$ cat config.mk
export PLATFORM = sky130hd
export DESIGN_NAME = sensor_frame_writer
export DESIGN_NICKNAME = d
export VERILOG_FILES = /design/src/rtl/sensor_frame_pkg.sv /design/src/rtl/frame_crc8.sv /design/src/rtl/sensor_frame_writer.sv
export SDC_FILE = /design/constraint.sdc
export NUM_CORES = 1
export LEC_CHECK = 0
export ABC_AREA = 0
export BUFFER_PORTS_ARGS = -buffer_cell sky130_fd_sc_hd__buf_2
export CAP_MARGIN = 20
export CORE_AREA = 2 2 138 140
export CTS_BUF_LIST = sky130_fd_sc_hd__clkbuf_4 sky130_fd_sc_hd__clkbuf_8
export CTS_CLUSTER_DIAMETER = 100
export DETAILED_ROUTE_END_ITERATION = 6
export DIE_AREA = 0 0 140 142
export PLACE_DENSITY = 0.63
export SETUP_SLACK_MARGIN = 0.15
export SYNTH_ARGS = -nofsm -noshare
export SYNTH_HDL_FRONTEND = slang
export SYNTH_SLANG_ARGS = --single-unit
$ cat constraint.sdc
create_clock -name clk -period 2 [get_ports clk]
set_input_delay 0.1 -clock clk [delete_from_list [all_inputs] [get_ports clk]]
set_output_delay 0.1 -clock clk [all_outputs]
set_load 0.01 [all_outputs]
$ cat src/rtl/sensor_frame_pkg.sv
// sensor_frame_pkg
//   Shared definitions for the sensor frame writer: FSM state encoding,
//   default frame header byte, CRC-8 polynomial and frame size helpers.
//   Used by sensor_frame_writer and frame_crc8.
package sensor_frame_pkg;

    typedef enum logic [3:0] {
        ST_IDLE    = 4'd0,
        ST_RD_CTRL = 4'd1,
        ST_RD_WAIT = 4'd2,
        ST_LATCH   = 4'd3,
        ST_WR_HDR  = 4'd4,
        ST_WR_SEQ  = 4'd5,
        ST_WR_DATA = 4'd6,
        ST_WR_SUM  = 4'd7,
        ST_WR_STAT = 4'd8
    } sfw_state_e;

    localparam logic [7:0] SYNC_BYTE_DEF = 8'hA5;
    localparam logic [7:0] CRC8_POLY     = 8'h07;

    // Bytes used per channel: CH_W rounded up to whole bytes.
    function automatic int bytes_per_ch(input int ch_w);
        return (ch_w + 7) / 8;
    endfunction

    // Header + seq + payload + checksum.
    function automatic int frame_bytes(input int n_ch, input int ch_w);
        return 2 + n_ch * bytes_per_ch(ch_w) + 1;
    endfunction

endpackage

$ cat src/rtl/frame_crc8.sv
// frame_crc8
//   One-byte step of CRC-8 (poly 0x07, MSB first, no reflection).
//   Ports:
//     crc      in  8  running CRC value
//     data     in  8  byte being absorbed
//     crc_next out 8  CRC after absorbing data
module frame_crc8
    import sensor_frame_pkg::*;
(
    input  logic [7:0] crc,
    input  logic [7:0] data,
    output logic [7:0] crc_next
);

    always_comb begin
        crc_next = crc ^ data;
        for (int i = 0; i < 8; i++) begin
            if (crc_next[7]) crc_next = {crc_next[6:0], 1'b0} ^ CRC8_POLY;
            else             crc_next = {crc_next[6:0], 1'b0};
        end
    end

endmodule

$ cat src/rtl/sensor_frame_writer.sv
// sensor_frame_writer
//   Periodically snapshots N_CH channels and writes a framed, checksummed
//   record byte-wise into BRAM port B, ping-ponging between two banks and
//   publishing the finished bank in a status byte. Bit 0 of the host
//   control byte pauses sampling.
//   Optional: define SFW_CRC8_EN for a CRC-8 checksum instead of XOR.
//   Ports:
//     clk        in   system clock
//     Rst        in   synchronous active-high reset
//     en         in   sampling enable
//     ch_data    in   channel k at [k*CH_W +: CH_W]
//     ram_addr   out  BRAM port B address
//     ram_wdata  out  BRAM port B write data
//     ram_we     out  BRAM port B write enable
//     ram_rdata  in   BRAM port B read data (1-cycle latency)
//     busy       out  FSM not idle
//     frame_done out  one-cycle pulse per completed frame
//     overrun    out  sticky, a tick arrived while busy
//     seq        out  sequence number of the next frame
module sensor_frame_writer
    import sensor_frame_pkg::*;
#(
    parameter int         N_CH        = 7,
    parameter int         CH_W        = 16,
    parameter int         ADDR_W      = 32,
    parameter int         PERIOD_CYC  = 100000,
    parameter int         CTRL_ADDR   = 'h00,
    parameter int         STAT_ADDR   = 'h01,
    parameter int         BASE_ADDR   = 'h10,
    parameter int         BANK_STRIDE = 'h20,
    parameter logic [7:0] SYNC_BYTE   = SYNC_BYTE_DEF
) (
    input  logic                 clk,
    input  logic                 Rst,
    input  logic                 en,
    input  logic [N_CH*CH_W-1:0] ch_data,
    output logic [ADDR_W-1:0]    ram_addr,
    output logic [7:0]           ram_wdata,
    output logic                 ram_we,
    input  logic [7:0]           ram_rdata,
    output logic                 busy,
    output logic                 frame_done,
    output logic                 overrun,
    output logic [7:0]           seq
);

    localparam int BPC         = bytes_per_ch(CH_W);
    localparam int DATA_BYTES  = N_CH * BPC;
    localparam int FRAME_BYTES = frame_bytes(N_CH, CH_W);
    localparam int CW          = $clog2(DATA_BYTES + 1);
    localparam int TW          = $clog2(PERIOD_CYC + 1);
    localparam logic [CW-1:0] LAST_IDX = CW'(DATA_BYTES - 1);

    localparam logic [3:0] IDLE    = ST_IDLE;
    localparam logic [3:0] RD_CTRL = ST_RD_CTRL;
    localparam logic [3:0] RD_WAIT = ST_RD_WAIT;
    localparam logic [3:0] LATCH   = ST_LATCH;
    localparam logic [3:0] WR_HDR  = ST_WR_HDR;
    localparam logic [3:0] WR_SEQ  = ST_WR_SEQ;
    localparam logic [3:0] WR_DATA = ST_WR_DATA;
    localparam logic [3:0] WR_SUM  = ST_WR_SUM;
    localparam logic [3:0] WR_STAT = ST_WR_STAT;

    logic [3:0]              state;
    logic [TW-1:0]           tcnt;
    logic                    tick;
    logic                    bank;
    logic [CW-1:0]           cnt;
    logic [7:0]              sum;
    logic [7:0]              sum_next;
    logic [DATA_BYTES*8-1:0] data_sr;
    logic [DATA_BYTES*8-1:0] snap_bytes;
    logic [BPC*8-1:0]        ch_pad;
    logic [ADDR_W-1:0]       base;
    logic                    unused_ctrl;

    // Only the pause bit of the control byte is defined.
    assign unused_ctrl = ^ram_rdata[7:1];

    assign tick = en && (tcnt == TW'(PERIOD_CYC - 1));
    assign busy = (state != IDLE);
    assign base = bank ? ADDR_W'(BASE_ADDR + BANK_STRIDE) : ADDR_W'(BASE_ADDR);

    // Payload laid out so the first byte to send sits at the top:
    // channel 0 first, each channel zero-extended and MSB byte first.
    always_comb begin
        snap_bytes = '0;
        ch_pad     = '0;
        for (int k = 0; k < N_CH; k++) begin
            ch_pad             = '0;
            ch_pad[CH_W-1:0]   = ch_data[k*CH_W +: CH_W];
            snap_bytes[(N_CH-1-k)*BPC*8 +: BPC*8] = ch_pad;
        end
    end

`ifdef SFW_CRC8_EN
    frame_crc8 u_crc (.crc(sum), .data(ram_wdata), .crc_next(sum_next));
`else
    assign sum_next = sum ^ ram_wdata;
`endif

    always_comb begin
        ram_addr  = '0;
        ram_wdata = '0;
        ram_we    = 1'b0;
        case (state)
            // Address held through RD_WAIT so the byte seen in LATCH is ctrl.
            RD_CTRL, RD_WAIT: ram_addr = ADDR_W'(CTRL_ADDR);
            WR_HDR: begin
                ram_addr = base; ram_wdata = SYNC_BYTE; ram_we = 1'b1;
            end
            WR_SEQ: begin
                ram_addr = base + ADDR_W'(1); ram_wdata = seq; ram_we = 1'b1;
            end
            WR_DATA: begin
                ram_addr  = base + ADDR_W'(cnt) + ADDR_W'(2);
                ram_wdata = data_sr[DATA_BYTES*8-1 -: 8];
                ram_we    = 1'b1;
            end
            WR_SUM: begin
                ram_addr = base + ADDR_W'(FRAME_BYTES - 1); ram_wdata = sum; ram_we = 1'b1;
            end
            WR_STAT: begin
                ram_addr = ADDR_W'(STAT_ADDR); ram_wdata = {bank, seq[6:0]}; ram_we = 1'b1;
            end
            default: ;
        endcase
    end

    always_ff @(posedge clk) begin
        if (Rst)              tcnt <= '0;
        else if (!en || tick) tcnt <= '0;
        else                  tcnt <= tcnt + 1'b1;
    end

    always_ff @(posedge clk) begin
        if (Rst) begin
            state      <= IDLE;
            seq        <= '0;
            bank       <= 1'b0;
            overrun    <= 1'b0;
            frame_done <= 1'b0;
            cnt        <= '0;
            sum        <= '0;
            data_sr    <= '0;
        end else begin
            frame_done <= 1'b0;
            if (tick && state != IDLE) overrun <= 1'b1;
            if (state == WR_SEQ || state == WR_DATA) sum <= sum_next;
            case (state)
                IDLE:    if (tick) state <= RD_CTRL;
                RD_CTRL: state <= RD_WAIT;
                RD_WAIT: state <= LATCH;
                LATCH: begin
                    data_sr <= snap_bytes;
                    sum     <= '0;
                    cnt     <= '0;
                    state   <= ram_rdata[0] ? IDLE : WR_HDR;
                end
                WR_HDR:  state <= WR_SEQ;
                WR_SEQ:  state <= WR_DATA;
                WR_DATA: begin
                    data_sr <= data_sr << 8;
                    cnt     <= cnt + 1'b1;
                    if (cnt == LAST_IDX) state <= WR_SUM;
                end
                WR_SUM:  state <= WR_STAT;
                WR_STAT: begin
                    frame_done <= 1'b1;
                    bank       <= ~bank;
                    seq        <= seq + 8'd1;
                    state      <= IDLE;
                end
                default: state <= IDLE;
            endcase
        end
    end

endmodule

==> summary.md <==
| Metric | Value |
|---|---|
| Total wire length | `20840 microns` |
| CP Launch Type | `flip-flop` |
| GR Overflow Total | `0` |
| Multi-input combinational cell area | `0.003261 sq mm` |
| Seq cells post-synth | `156` |
| Clock-pin slew on the worst setup and hold paths | `0.09 ns` |
| Maxcap violations | `0` |
| DRC | `14` |
| Sequential standard cell area | `0.003143 sq mm` |
| Final core occ | `52.54%` |
| Mux contribution to synthesized area | `0.3177%` |
| Pre-CTS setup slack | `0.2151 ns` |
| Fill cells | `1650` |
| Largest cells by area after synthesis | `dfxtp_1 47%, a22oi_1 10%, a21oi_1 7.1%, nand2_1 5.5%, nor2_1 3.6%` |
| Largest family of logic cells by synthesized area | `compound AO/OA/AOI/OAI gates` |
| Die width | `140 microns` |
| Io pins | `175` |
| Gate Count Post-Synth | `791` |
| Seq/Total Area, Yosys | `46.65%` |
| Starting density of the core | `36.28%` |
| Full die area | `0.01988 sq mm` |
| Clk buf depth | `2` |
| Synth Flop Type | `dfxtp_1` |
| NumNets Final | `1182` |
| Detail Route Antenna Nets | `0` |
| Post-synth EDFFs | `0` |
| Non-filler cells, final | `1299` |
| Area grow syn2layout | `44.81%` |
| Synthesized-area fraction occupied by adder cells | `1.121%` |
| Simple-Gate Fraction of Synth Area | `18.15%` |
| # placed instances | `1129` |
| Tmin final | `1.943 ns` |
| Post-synth ARST share | `0%` |
| Status | `complete, but fails checks` |
| Port-buffer cells | `142` |
| Worst EP required | `1.90 ns` |
| Clock skew | `0.01346 ns` |
| Worst path bufs/invs | `3` |
| Delay-heaviest family, CP | `simple AND/OR/NAND/NOR gates` |
| Dpl cell area | `0.007664 sq mm` |
| Max Clock Freq | `514.8 MHz` |
| Vias | `6747` |
| WL met3 | `1129 microns` |
| DRT iter0 DRCs | `473` |
| Detailed Routing Iterations Pass 1 | `7` |
| CTS buffer count | `17` |
| Final Slew Violations | `0` |
| # diodes | `0` |
| Clk sink count | `156` |
| Post-route design area | `0.009696 sq mm` |
| Final setup violation count | `0` |
| Core Area | `0.01846 sq mm` |
| First-pass GRT wire length | `33540 microns` |
| Die height | `142 microns` |
| WL per Instance | `16.05 microns` |
| Critical path's slowest cell | `dfxtp_4` |
| H-tree levels | `4` |
| CTS tree | `built` |
| Max incr delay on CP | `0.37 ns` |
| Via/cell ratio | `5.194` |
| Largest net degree at the start of global routing | `47` |
| Crit path arrival time | `1.84 ns` |
| Crit end category | `output pin` |
| Synth Area in XOR/XNOR | `4.055%` |
| Leak | `3.718 nW` |
| Final WS setup | `0.05740 ns` |
| Clock Latency Late Sink | `0.44 ns` |
| Root Buffer | `clkbuf_8` |
| Layout cells sized above 1 | `24.41%` |
| Detailed Place HPWL | `12240 microns` |
| Worst vdd ir | `0.5810 mV` |
| Cell Chain, Critical Path | `nor4b_4 > buf_4 > or2_4 > a222oi_1 > inv_1 > buf_2` |
| Initial antenna violation count | `0` |
| Hold Crit Class | `in2reg` |
| Met1 WL | `9110 microns` |
| Crit share post-route | `97.13%` |
| Post-synthesis cell area | `0.006695 sq mm` |
| Final Hold Vio Count | `0` |
| Ys Warns | `0` |
| PwrDens | `671.2 mW/mm^2` |
| Vias in the first global route | `6650` |
| Failing checks | `DRC` |
| Top cell type's share of synthesized area | `46.65%` |
| RSZ-0062 raised after global routing | `yes` |
| Synth cell types | `47` |
| Met2 WL post-DR | `10240 microns` |
| Gr usage total | `20.91%` |
| Row cnt | `50` |
| Avg Cell Area, Syn | `8.464 sq um` |
| Cell taking the most area after synthesis | `dfxtp_1` |
| Synth Area in Compound Gates | `21.51%` |
| Final GP Congestion | `0.8638` |
| Uppermost routed layer | `met4` |
| CP Class | `reg2out` |
| Critical path peak fanout | `7` |
[layout by cell type (no fill, tap or decap), types with 5 or more instances in the layout]
master         instances
dfxtp_1              150
buf_2                140
dlygate4sd3_1        114
nand2_1               97
a21oi_1               94
a22oi_1               86
nor2_1                62
nor3_1                40
buf_4                 38
o22ai_1               28
conb_1                25
xor2_1                20
clkbuf_8              19
inv_1                 14
xnor2_1               11
nand4_1               10
buf_6                  8
buf_12                 8
nand3_1                6
bufinv_16              5
dfxtp_4                5
[per-layer routing]
layer	vias up	GRT usage, %
met5	-	0
met3	27	4.273
met4	0	8.081
met1	3196	26.15
met2	237	35.68
li1	3287	-
[worst reg2reg max path: stages (launching register included)]
cell,delay [ns]
dfxtp_4,0.39
nor4bb_4,0.39
buf_6,0.16
buf_6,0.11
buf_12,0.14
nor2_4,0.07
buf_12,0.17
a22oi_1,0.17
nor2_1,0.06
[power breakdown]
group	internal (W)	leakage [nW]	switching, W
Clock	0.00158	0.229	0.00118
Combinational	0.000338	2.23	0.000258
Sequential	0.00312	1.26	0.0000260
[logic make-up after synthesis]
group                    count (synthesis)
AO/OA/AOI/OAI                          230
AND/OR/NAND/NOR                        258
adder cells (fa/ha/maj)                  6
XOR/XNOR                                31
other                                    1
buffers and inverters                  107
multiplexers                             2
flip-flops                             156
[final timing paths]
check | startpoint | endpoint | slack, ns | cells past startpoint
setup reg to reg | state[2]$_SDFFE_PP0P_ | data_sr[5]$_SDFFE_PP0P_ | 0.24 | 8
setup / recovery | state[3]$_SDFFE_PP0P_ | ram_wdata[6] | 0.06 | 6
hold reg to reg | data_sr[1]$_SDFFE_PP0P_ | data_sr[1]$_SDFFE_PP0P_ | 0.46 | 2
hold / removal | Rst | data_sr[6]$_SDFFE_PP0P_ | 0.05 | 2
[final cells by class]
| cell class | instances | area share [%] |
|---|---|---|
| repair buffers | 312 | 25.60 |
| clock buffers | 21 | 2.852 |
| well taps | 234 | 3.020 |
| clock inverters | 10 | 1.936 |
| flip-flops and latches | 156 | 32.42 |
| inverters | 14 | 0.5420 |
| multi-input cells | 552 | 33.63 |
[synthesized netlist by cell type (3+ instances only)]
library cell,n
a21oi_1,95
a222oi_1,4
a22oi_1,89
a31oi_1,4
and2_1,4
and3_1,4
and4_1,4
buf_2,27
buf_4,25
clkbuf_1,36
dfxtp_1,156
ha_1,6
inv_1,14
nand2_1,98
nand2b_1,4
nand3_1,6
nand4_1,10
nor2_1,65
nor3_1,40
nor4bb_1,3
o21ai_0,7
o22ai_1,29
xnor2_1,11
xor2_1,20
[state kept, by name (all words and copies together), names as in the netlist]
register,count
tcnt,17
data_sr,112
state,4
sum,8
frame_done,1
seq,8
overrun,1
bank,1
cnt,4
[per-stage QoR]
step                  TNS (ns)  total power [W]  hold slack, ns
CTS                 -0.0009295         0.006544         0.01090
global placement             0         0.003587          0.3451
detailed placement           0         0.003587          0.3448
global route           -0.2638         0.006779         0.04387
finish                       0         0.006507         0.05180
floorplan                    0         0.003424          0.2360
[what timing repair did]
item,in CTS,in global routing
pin swaps,7,9
resized for setup,38,18
cloned,1,2
setup buffers,16,6
hold buffers,114,0
endpoints found under the hold margin,116,0
setup endpoints to repair,16,68
Power figures use the tool's default switching activity.
